## config.mk

```make
export PLATFORM = sky130hd
export DESIGN_NAME = vec_imm_extend_pipe
export DESIGN_NICKNAME = d
export VERILOG_FILES = /design/src/rtl/vec_imm_pkg.sv /design/src/rtl/vec_imm_decode.sv /design/src/rtl/vec_imm_extend_pipe.sv
export SDC_FILE = /design/constraint.sdc
export NUM_CORES = 1
export LEC_CHECK = 0
export ABC_CLOCK_PERIOD_IN_PS = 2800
export CORE_UTILIZATION = 25
export CTS_CLUSTER_DIAMETER = 200
export DETAILED_ROUTE_END_ITERATION = 7
export SLEW_MARGIN = 5
export SYNTH_ARGS = -nofsm -noshare
export SYNTH_HDL_FRONTEND = slang
export SYNTH_SLANG_ARGS = --single-unit
```

## constraint.sdc

```tcl
create_clock -name clk -period 2.8 [get_ports clk]
set_input_delay 0.56 -clock clk [delete_from_list [all_inputs] [get_ports clk]]
set_output_delay 0.56 -clock clk [all_outputs]
set_load 0.02 [all_outputs]
```

## src/rtl/vec_imm_pkg.sv

```systemverilog
// ----------------------------------------------------------------------------
// vec_imm_pkg
//   Shared types and defaults for the vector immediate extender.
//   - imm_src_e     : extend mode carried alongside each immediate
//   - *_DEF         : default geometry (32 lanes x 8 bits = 256-bit operand)
//   - vword_t       : full-width operand at the default geometry
//   - BUF_DEPTH     : entries in the elastic buffer between decode and execute
//   - count_step()  : occupancy update for a push/pop pair
// ----------------------------------------------------------------------------
package vec_imm_pkg;

    typedef enum logic [1:0] {
        IMM7  = 2'b00,   // zero-extend instr[6:0]
        IMM11 = 2'b01,   // zero-extend instr[10:0]
        BR    = 2'b10,   // sign-extend whole field, then scale by branch shift
        BCAST = 2'b11    // replicate low lane-width bits into every lane
    } imm_src_e;

    localparam int LANES_DEF   = 32;
    localparam int LANE_W_DEF  = 8;
    localparam int VW_DEF      = LANES_DEF * LANE_W_DEF;
    localparam int INSTR_W_DEF = 21;
    localparam int B_SHIFT_DEF = 2;

    typedef logic [VW_DEF-1:0] vword_t;

    // Two entries let the producer keep streaming at one per cycle while
    // in_ready stays a pure flop output (no path from out_ready).
    localparam int BUF_DEPTH = 2;

    // Occupancy after one cycle of push/pop. Callers guarantee no overflow
    // (push is gated by in_ready) and no underflow (pop is gated by out_valid).
    function automatic logic [1:0] count_step(input logic [1:0] cnt,
                                              input logic       inc,
                                              input logic       dec);
        logic [1:0] nxt;
        nxt = cnt;
        case ({inc, dec})
            2'b10:   nxt = cnt + 2'd1;
            2'b01:   nxt = cnt - 2'd1;
            default: nxt = cnt;
        endcase
        return nxt;
    endfunction

endpackage

```

## src/rtl/vec_imm_decode.sv

```systemverilog
// ----------------------------------------------------------------------------
// vec_imm_decode
//   Purely combinational immediate extender. Widens the instruction immediate
//   field to a full vector-width operand according to imm_src.
// Ports
//   instr    in   INSTR_W        immediate field of the instruction
//   imm_src  in   2              extend mode (imm_src_e encoding)
//   ext_imm  out  LANES*LANE_W   extended operand
// ----------------------------------------------------------------------------
module vec_imm_decode
    import vec_imm_pkg::*;
#(
    parameter int LANES   = LANES_DEF,
    parameter int LANE_W  = LANE_W_DEF,
    parameter int INSTR_W = INSTR_W_DEF,
    parameter int B_SHIFT = B_SHIFT_DEF
) (
    input  logic [INSTR_W-1:0]      instr,
    input  logic [1:0]              imm_src,
    output logic [LANES*LANE_W-1:0] ext_imm
);

    localparam int VW = LANES * LANE_W;

    // Geometry guards: the scaled branch offset must fit, and the field must
    // cover the widest zero-extend source and a full broadcast lane.
    if (VW < INSTR_W + B_SHIFT) begin : g_chk_vw
        $error("vec_imm_decode: VW (%0d) < INSTR_W+B_SHIFT (%0d)", VW, INSTR_W + B_SHIFT);
    end
    if (INSTR_W < 11) begin : g_chk_iw
        $error("vec_imm_decode: INSTR_W (%0d) must be >= 11", INSTR_W);
    end
    if (INSTR_W < LANE_W) begin : g_chk_lw
        $error("vec_imm_decode: INSTR_W (%0d) must be >= LANE_W (%0d)", INSTR_W, LANE_W);
    end

    logic [VW-1:0]                imm7_w;
    logic [VW-1:0]                imm11_w;
    logic [VW-1:0]                br_sx;
    logic [VW-1:0]                br_w;
    logic [LANES-1:0][LANE_W-1:0] bcast_w;

    assign imm7_w  = {{(VW-7){1'b0}},  instr[6:0]};
    assign imm11_w = {{(VW-11){1'b0}}, instr[10:0]};

    // The sign bit is folded into the replication so the count is never zero,
    // even when VW == INSTR_W.
    assign br_sx = {{(VW-INSTR_W+1){instr[INSTR_W-1]}}, instr[INSTR_W-2:0]};
    assign br_w  = br_sx << B_SHIFT;

    for (genvar i = 0; i < LANES; i++) begin : g_lane
        assign bcast_w[i] = instr[LANE_W-1:0];
    end

    always_comb begin
        ext_imm = imm7_w;
        case (imm_src_e'(imm_src))
            IMM7:    ext_imm = imm7_w;
            IMM11:   ext_imm = imm11_w;
            BR:      ext_imm = br_w;
            BCAST:   ext_imm = bcast_w;
            default: ext_imm = imm7_w;
        endcase
    end

endmodule

```

## src/rtl/vec_imm_extend_pipe.sv

```systemverilog
// ----------------------------------------------------------------------------
// vec_imm_extend_pipe
//   Flow-controlled immediate extender between decode and the vector execute
//   operand mux. Immediates are extended on the way in and held in a 2-entry
//   elastic buffer; the head entry is presented from output registers.
// Ports
//   clk        in   1             rising-edge clock
//   rst_n      in   1             asynchronous active-low reset
//   in_valid   in   1             instr/imm_src valid
//   in_ready   out  1             buffer can accept (registered, count < 2)
//   instr      in   INSTR_W       immediate field of instruction
//   imm_src    in   2             extend mode (imm_src_e)
//   out_valid  out  1             ext_imm valid
//   out_ready  in   1             consumer accepts
//   ext_imm    out  LANES*LANE_W  extended immediate of the head entry
//   out_mode   out  2             imm_src of the head entry
// ----------------------------------------------------------------------------
module vec_imm_extend_pipe
    import vec_imm_pkg::*;
#(
    parameter int LANES   = LANES_DEF,
    parameter int LANE_W  = LANE_W_DEF,
    parameter int INSTR_W = INSTR_W_DEF,
    parameter int B_SHIFT = B_SHIFT_DEF
) (
    input  logic                    clk,
    input  logic                    rst_n,
    input  logic                    in_valid,
    output logic                    in_ready,
    input  logic [INSTR_W-1:0]      instr,
    input  logic [1:0]              imm_src,
    output logic                    out_valid,
    input  logic                    out_ready,
    output logic [LANES*LANE_W-1:0] ext_imm,
    output logic [1:0]              out_mode
);

    localparam int         VW   = LANES * LANE_W;
    localparam logic [1:0] FULL = 2'(BUF_DEPTH);

    typedef struct packed {
        logic [1:0]    mode;
        logic [VW-1:0] imm;
    } entry_t;

    entry_t [BUF_DEPTH-1:0] mem_q;
    entry_t [BUF_DEPTH-1:0] mem_d;
    entry_t                 dec_e;
    entry_t                 head_e;

    logic          head_q, head_d;
    logic          tail_q, tail_d;
    logic [1:0]    count_q, count_d;
    logic          push, pop;
    logic [VW-1:0] dec_imm;

    vec_imm_decode #(
        .LANES   (LANES),
        .LANE_W  (LANE_W),
        .INSTR_W (INSTR_W),
        .B_SHIFT (B_SHIFT)
    ) u_decode (
        .instr   (instr),
        .imm_src (imm_src),
        .ext_imm (dec_imm)
    );

    assign dec_e = '{mode: imm_src, imm: dec_imm};

    // in_ready and out_valid are flops, so neither handshake term depends
    // combinationally on the opposite side.
    assign push = in_valid & in_ready;
    assign pop  = out_valid & out_ready;

    // Next-state of the whole buffer is formed first so the output registers
    // can load the post-update head directly. This covers the bypass cases
    // (write into an empty buffer, or push+pop at count 1) without special
    // casing: the freshly written slot is already visible in mem_d.
    always_comb begin
        mem_d = mem_q;
        if (push) begin
            mem_d[tail_q] = dec_e;
        end
        head_d  = head_q ^ pop;
        tail_d  = tail_q ^ push;
        count_d = count_step(count_q, push, pop);
        head_e  = mem_d[head_d];
    end

    always_ff @(posedge clk or negedge rst_n) begin
        if (!rst_n) begin
            mem_q     <= '0;
            head_q    <= 1'b0;
            tail_q    <= 1'b0;
            count_q   <= 2'd0;
            in_ready  <= 1'b0;
            out_valid <= 1'b0;
            ext_imm   <= '0;
            out_mode  <= 2'd0;
        end else begin
            mem_q     <= mem_d;
            head_q    <= head_d;
            tail_q    <= tail_d;
            count_q   <= count_d;
            in_ready  <= (count_d != FULL);
            out_valid <= (count_d != 2'd0);
            // When the buffer drains the last presented value is held; it is
            // meaningless to the consumer but avoids needless toggling.
            if (count_d != 2'd0) begin
                ext_imm  <= head_e.imm;
                out_mode <= head_e.mode;
            end
        end
    end

endmodule

```

Word-level counts from Yosys, hierarchy flattened
Index checks and enable logic that the tools add are counted.

$add $sub $neg: 2. $lt $le $gt $ge: 3. Equality and inequality tests: 6. Multiplexer cells: 8. Bitwise gates (word level): 4. Reductions and logical operators: 3.

Operators by type and width (number): one-hot mux 256 bit (4 select lines) (1); two-way mux 258 bit (3); bitwise mux 516 bit (1); two-way mux 516 bit (1); demux 258 bit (select 1 bit) (1); equality test 2 bit, second input constant (3); equality test 2 x 1 -> 1 bit, second input constant (2); less-than comparator 1 x 2 -> 1 bit, second input constant (2); one-hot mux 2 bit (2 select lines) (1); adder 2 x 1 -> 2 bit, second input constant (1); AND 1 bit (2); zero test 2 bit (1); != test 2 bit, second input constant (1); nonzero test 2 bit (1); subtractor 2 x 1 -> 2 bit, second input constant (1); bitwise XOR 1 bit (2); greater-or-equal comparator 1 bit, second input constant (1); logical AND 1 bit (1).

Register bits: 780. Input port bits: 27. Logic and storage cells: 37.

Logic depth before layout (Yosys ltp)
Word-level depth: 8. Mapped depth: 9. Depth with buffers taken out: 7.

By module
A second synthesis with hierarchy kept.

Cell total of the unflattened synthesis: 3036. Area, all modules: 35176.2 um^2.

Modules (own cells, without submodules): vec_imm_extend_pipe (times used 1, cells an instance 2751, area an instance 33036.7 um^2, seq. area each 19518.7 um^2); vec_imm_decode (times used 1, cells an instance 285, area an instance 2139.6 um^2, seq. area each 0.0 um^2).

Least setup slack after synthesis
No wires, ideal clock.

Path kind: input port to flip-flop. Start: input out_ready. End: register ext_imm[207]. Data arrival time: 2.121 ns. Data required time: 2.718 ns. Slack: 0.597 ns. Stages on the path: 7. Buffers on the path: 2. Path through: and2_4 > ha_1 > xnor2_1 > clkbuf_1 > clkbuf_1 > nor4_1 > a31oi_1.

Longest elaborated chain between the ends: 4. Elaborated cells on any way between the ends: 8.

RTL lines: start: declaration (line vec_imm_extend_pipe.sv:33) `input logic out_ready,`; AND 1 bit (*) (line vec_imm_extend_pipe.sv:73) `assign pop = out_valid & out_ready;`; equality test 2 x 1 -> 1 bit (tied with other cells) (line vec_imm_pkg.sv:38) `case ({inc, dec})`; one-hot mux 2 bit (2 select lines) / two-way mux 258 bit (equally long branches) (line vec_imm_pkg.sv:38, vec_imm_extend_pipe.sv:87); nonzero test 2 bit / two-way mux 258 bit (equally long branches) (line vec_imm_extend_pipe.sv:109, vec_imm_extend_pipe.sv:87); end signal: assignment (line vec_imm_extend_pipe.sv:110) `ext_imm <= head_e.imm;`; end: declaration (line vec_imm_extend_pipe.sv:34) `output logic [LANES*LANE_W-1:0] ext_imm,`.

Every way passes the cells marked *; elsewhere a longest branch is shown, timed or not. The select of a mux whose other input is x is not followed. A chain may end at the register's enable or synchronous reset.

Worst setup path after layout
Start: register in_ready. End: output in_ready.

RTL lines: start: declaration (line vec_imm_extend_pipe.sv:29) `output logic in_ready,`; start signal: assignment (line vec_imm_extend_pipe.sv:105) `in_ready <= (count_d != FULL);`.

No word-level cell between the ends.

==> metrics.yaml <==
outcome:
  status: "completed"
cts:
  cts_max_level: 3
  cts_setup_buffers: 0
  cts_sinks: 780
  cts_made_buffers: 87
  clock_path_buffers: 3
  cts-root-buf: "clkbuf_16"
  hold_buffers: 1
  clk_latency_ps: 670
  cts_tree: "yes"
  clkTransAtPathRegs_ps: 60
  cts_resized: 0
power_and_ir_drop:
  peakVddDrop_uv: 777
  cellPowerDensity_nw_per_um2: 1450
  p_leak_nw: 19.7
yosys:
  synthTopCellsByArea: "dfrtp_1 (62%), nand2_1 (11%), mux2_2 (7.7%)"
  synth_top_area_share_pct: 61.5
  syn_area_um2: 31700
  netlist_instances: 2949
  synth_cell_types: 39
  yosysWarnings: 0
  synth-edff-count: 0
  ys_ff_latch: 780
  syn_avg_cell_area_um2: 10.8
  synth-main-ff-cell: "dfrtp_1"
  async_flop_share_pct: 100
  synth_fp_nets: 2977
  ys_seq_area_share_pct: 61.5
  synth_top_cell_by_area: "dfrtp_1"
global_route:
  grt_pass1_vias: 24140
  grt_remaining_overflow: 0
  gr-usage-met2_pct: 24.0
  track_usage_pct: 15.9
  met1_usage_pct: 22.5
  grt_max_degree: 91
  grtUsageMet3_pct: 3.34
  grt_busiest_layer: "met2"
  antenna_found_initial: 2
  grt_pass1_wl_mm: 154
worst_hold_path:
  hold_class: "input port to asynchronous set/reset pin"
setup_path:
  cp_top_family: "buffers and inverters"
  rrSetupSlack_ps: 400
  required_ps: 2240
  critPathMaxStageDelay_ps: 890
  setup.worst_path.end: "in_ready"
  crit_fanout: 7
  arrival_ps: 2040
  cp-end-kind: "primary output"
  r2r-start: "in_ready$_DFF_PN0_"
  crit_path_start_kind: "register"
  criticalPathCategory: "register to primary output"
  r2r_cells: 10
  cp_cell_sequence: "clkdlybuf4s50_1"
  cpMaxStageDelayCell: "clkdlybuf4s50_1"
  timing.rr.end: "ext_imm[103]$_DFFE_PN0P_"
  crit_cells: 1
  crit_start: "in_ready$_DFF_PN0_"
  worst-path-buf-inv: 1
detailed_routing:
  dr_total_vias: 24118
  drt_iter0_markers: 2091
  vias_per_cell: 4.83
  wl_per_cell_um: 20.6
  firstDrtPassIters: 5
  drc_errors: 0
  antenna_left: 0
  totalWireLength_mm: 103
finish:
  regArea_um2: 19500
  post-route-util_pct: 32.6
  syn_to_final_growth_pct: 29.1
  multiInputGateArea_um2: 10900
  nets: 3303
  num-fill-cells: 12763
  drive_gt1_share_pct: 18.3
sta:
  slew_viol_final: 0
  slew_headroom_pct: 57.2
  fin_crit_ps: 2600
  finalSetupViolations: 0
  post-route-period-util_pct: 93.0
  finClkSkew_ps: 33.8
  worst_pin_slew_ps: 642
  hold_viol: 0
  timing.fmax_mhz: 384
  rsz0062_at_grt: "false"
  fin_setup_tns_ps: 0
floorplanning:
  die_w_um: 358
  fp.dieH_um: 358
  die_area_um2: 128000
  placementRows: 130
  initial_core_util_pct: 25.2
  ioPinCount: 287
  core_um2: 126000
flow_run:
  cap_violations: 0
place:
  routabilityCongestion: 0.775
  hpwl_mm: 67.2
  port_buffers: 286
per-layer routing:
metal	vias to the layer above	wire length, um
li1	10890	-
met1	12298	46800
met2	774	46400
met3	154	6490
met4	2	3090
met5	-	11
kinds of logic after synthesis:
| group | Yosys count | synth area share [%] |
|---|---|---|
| flip-flops | 780 | 61.5 |
| multiplexers | 296 | 10.4 |
| adder cells (fa/ha/maj) | 1 | 0.0394 |
| AO/OA/AOI/OAI | 321 | 6.61 |
| XOR/XNOR | 3 | 0.142 |
| AND/OR/NAND/NOR | 1241 | 16.9 |
| buffers and inverters | 307 | 4.35 |
sequential cells by signal, summed over array words and instances (netlist names):
signal     cells
count_q        2
ext_imm      256
head_q         1
in_ready       1
mem_q        516
out_mode       2
out_valid      1
tail_q         1
layout make-up:
class | count | share of cell area, %
clock inverter | 32 | 0.947
multi-input combinational | 1862 | 26.6
sequential | 780 | 47.7
antenna | 2 | 0.0122
clock buffer | 123 | 6.14
tap | 1650 | 5.04
inverter | 27 | 0.266
timing repair buffer | 517 | 13.3
metrics by stage:
step                      power, W  area [um2]  instances  hold WS, ps  setup WS, ps
after floorplan             0.0355       31700       2949          264           597
after global placement      0.0475       38000       4835          446          -402
after detailed placement    0.0480       38000       4835          452          -420
after CTS                   0.0598       40900       4991          361           143
after global routing        0.0631       40900       4991          398          81.2
final                       0.0593       41000       4993          391           197
report_power, final:
group          leakage (nW)  total, W  switching [W]  internal [W]
clock                  1.42    0.0115        0.00482       0.00668
combinational          8.28    0.0291         0.0163        0.0127
sequential             9.96    0.0187        0.00213        0.0166
worst reg2reg max path: stages (launching register included):
cell,delay [ps]
dfrtp_1,490
nand2_1,120
ha_1,230
xnor2_1,390
o21a_4,200
nor3_2,40
buf_4,150
inv_8,60
buf_12,210
buf_12,240
a31oi_1,120
synth_stat cells, types with 17 or more instances:
library cell,count
a22oi_1,23
a31oi_1,246
buf_2,94
clkbuf_1,156
dfrtp_1,780
inv_1,25
mux2_1,54
mux2_2,216
mux2i_1,26
nand2_1,953
nand2b_1,17
nor4_1,244
cell usage in the layout (no fill, tap or decap), types with 5 or more instances in the layout:
cell type and instances:
nand2_1 953, dfrtp_1 780, clkdlybuf4s50_1 285, a31oi_1 246
nor4_1 244, mux2_2 216, buf_4 162, clkbuf_16 88
buf_12 68, mux2_1 54, mux2i_1 26, inv_1 25
a22oi_1 23, clkbuf_8 18, clkbuf_1 17, nand2b_2 16
clkinv_2 16, a21oi_1 14, a211o_1 11, nor2_1 10
nor2b_1 6, o21ai_0 5
how the worst min path moves through the flow:
stage               cells after the start                 start                      end  slack [ps]
finish                                  2                 rst_n  ext_imm[20]$_DFFE_PN0P_         390
global route                            2                 rst_n  ext_imm[20]$_DFFE_PN0P_         400
CTS                                     2                 rst_n  ext_imm[20]$_DFFE_PN0P_         360
detailed placement                      2  mem_q[320]$_DFF_PN0_     mem_q[320]$_DFF_PN0_         450
global placement                        2  mem_q[299]$_DFF_PN0_     mem_q[299]$_DFF_PN0_         450
floorplan                               0                 rst_n     count_q[0]$_DFF_PN0_         260
Note: power is estimated with default switching activity, not from simulation.
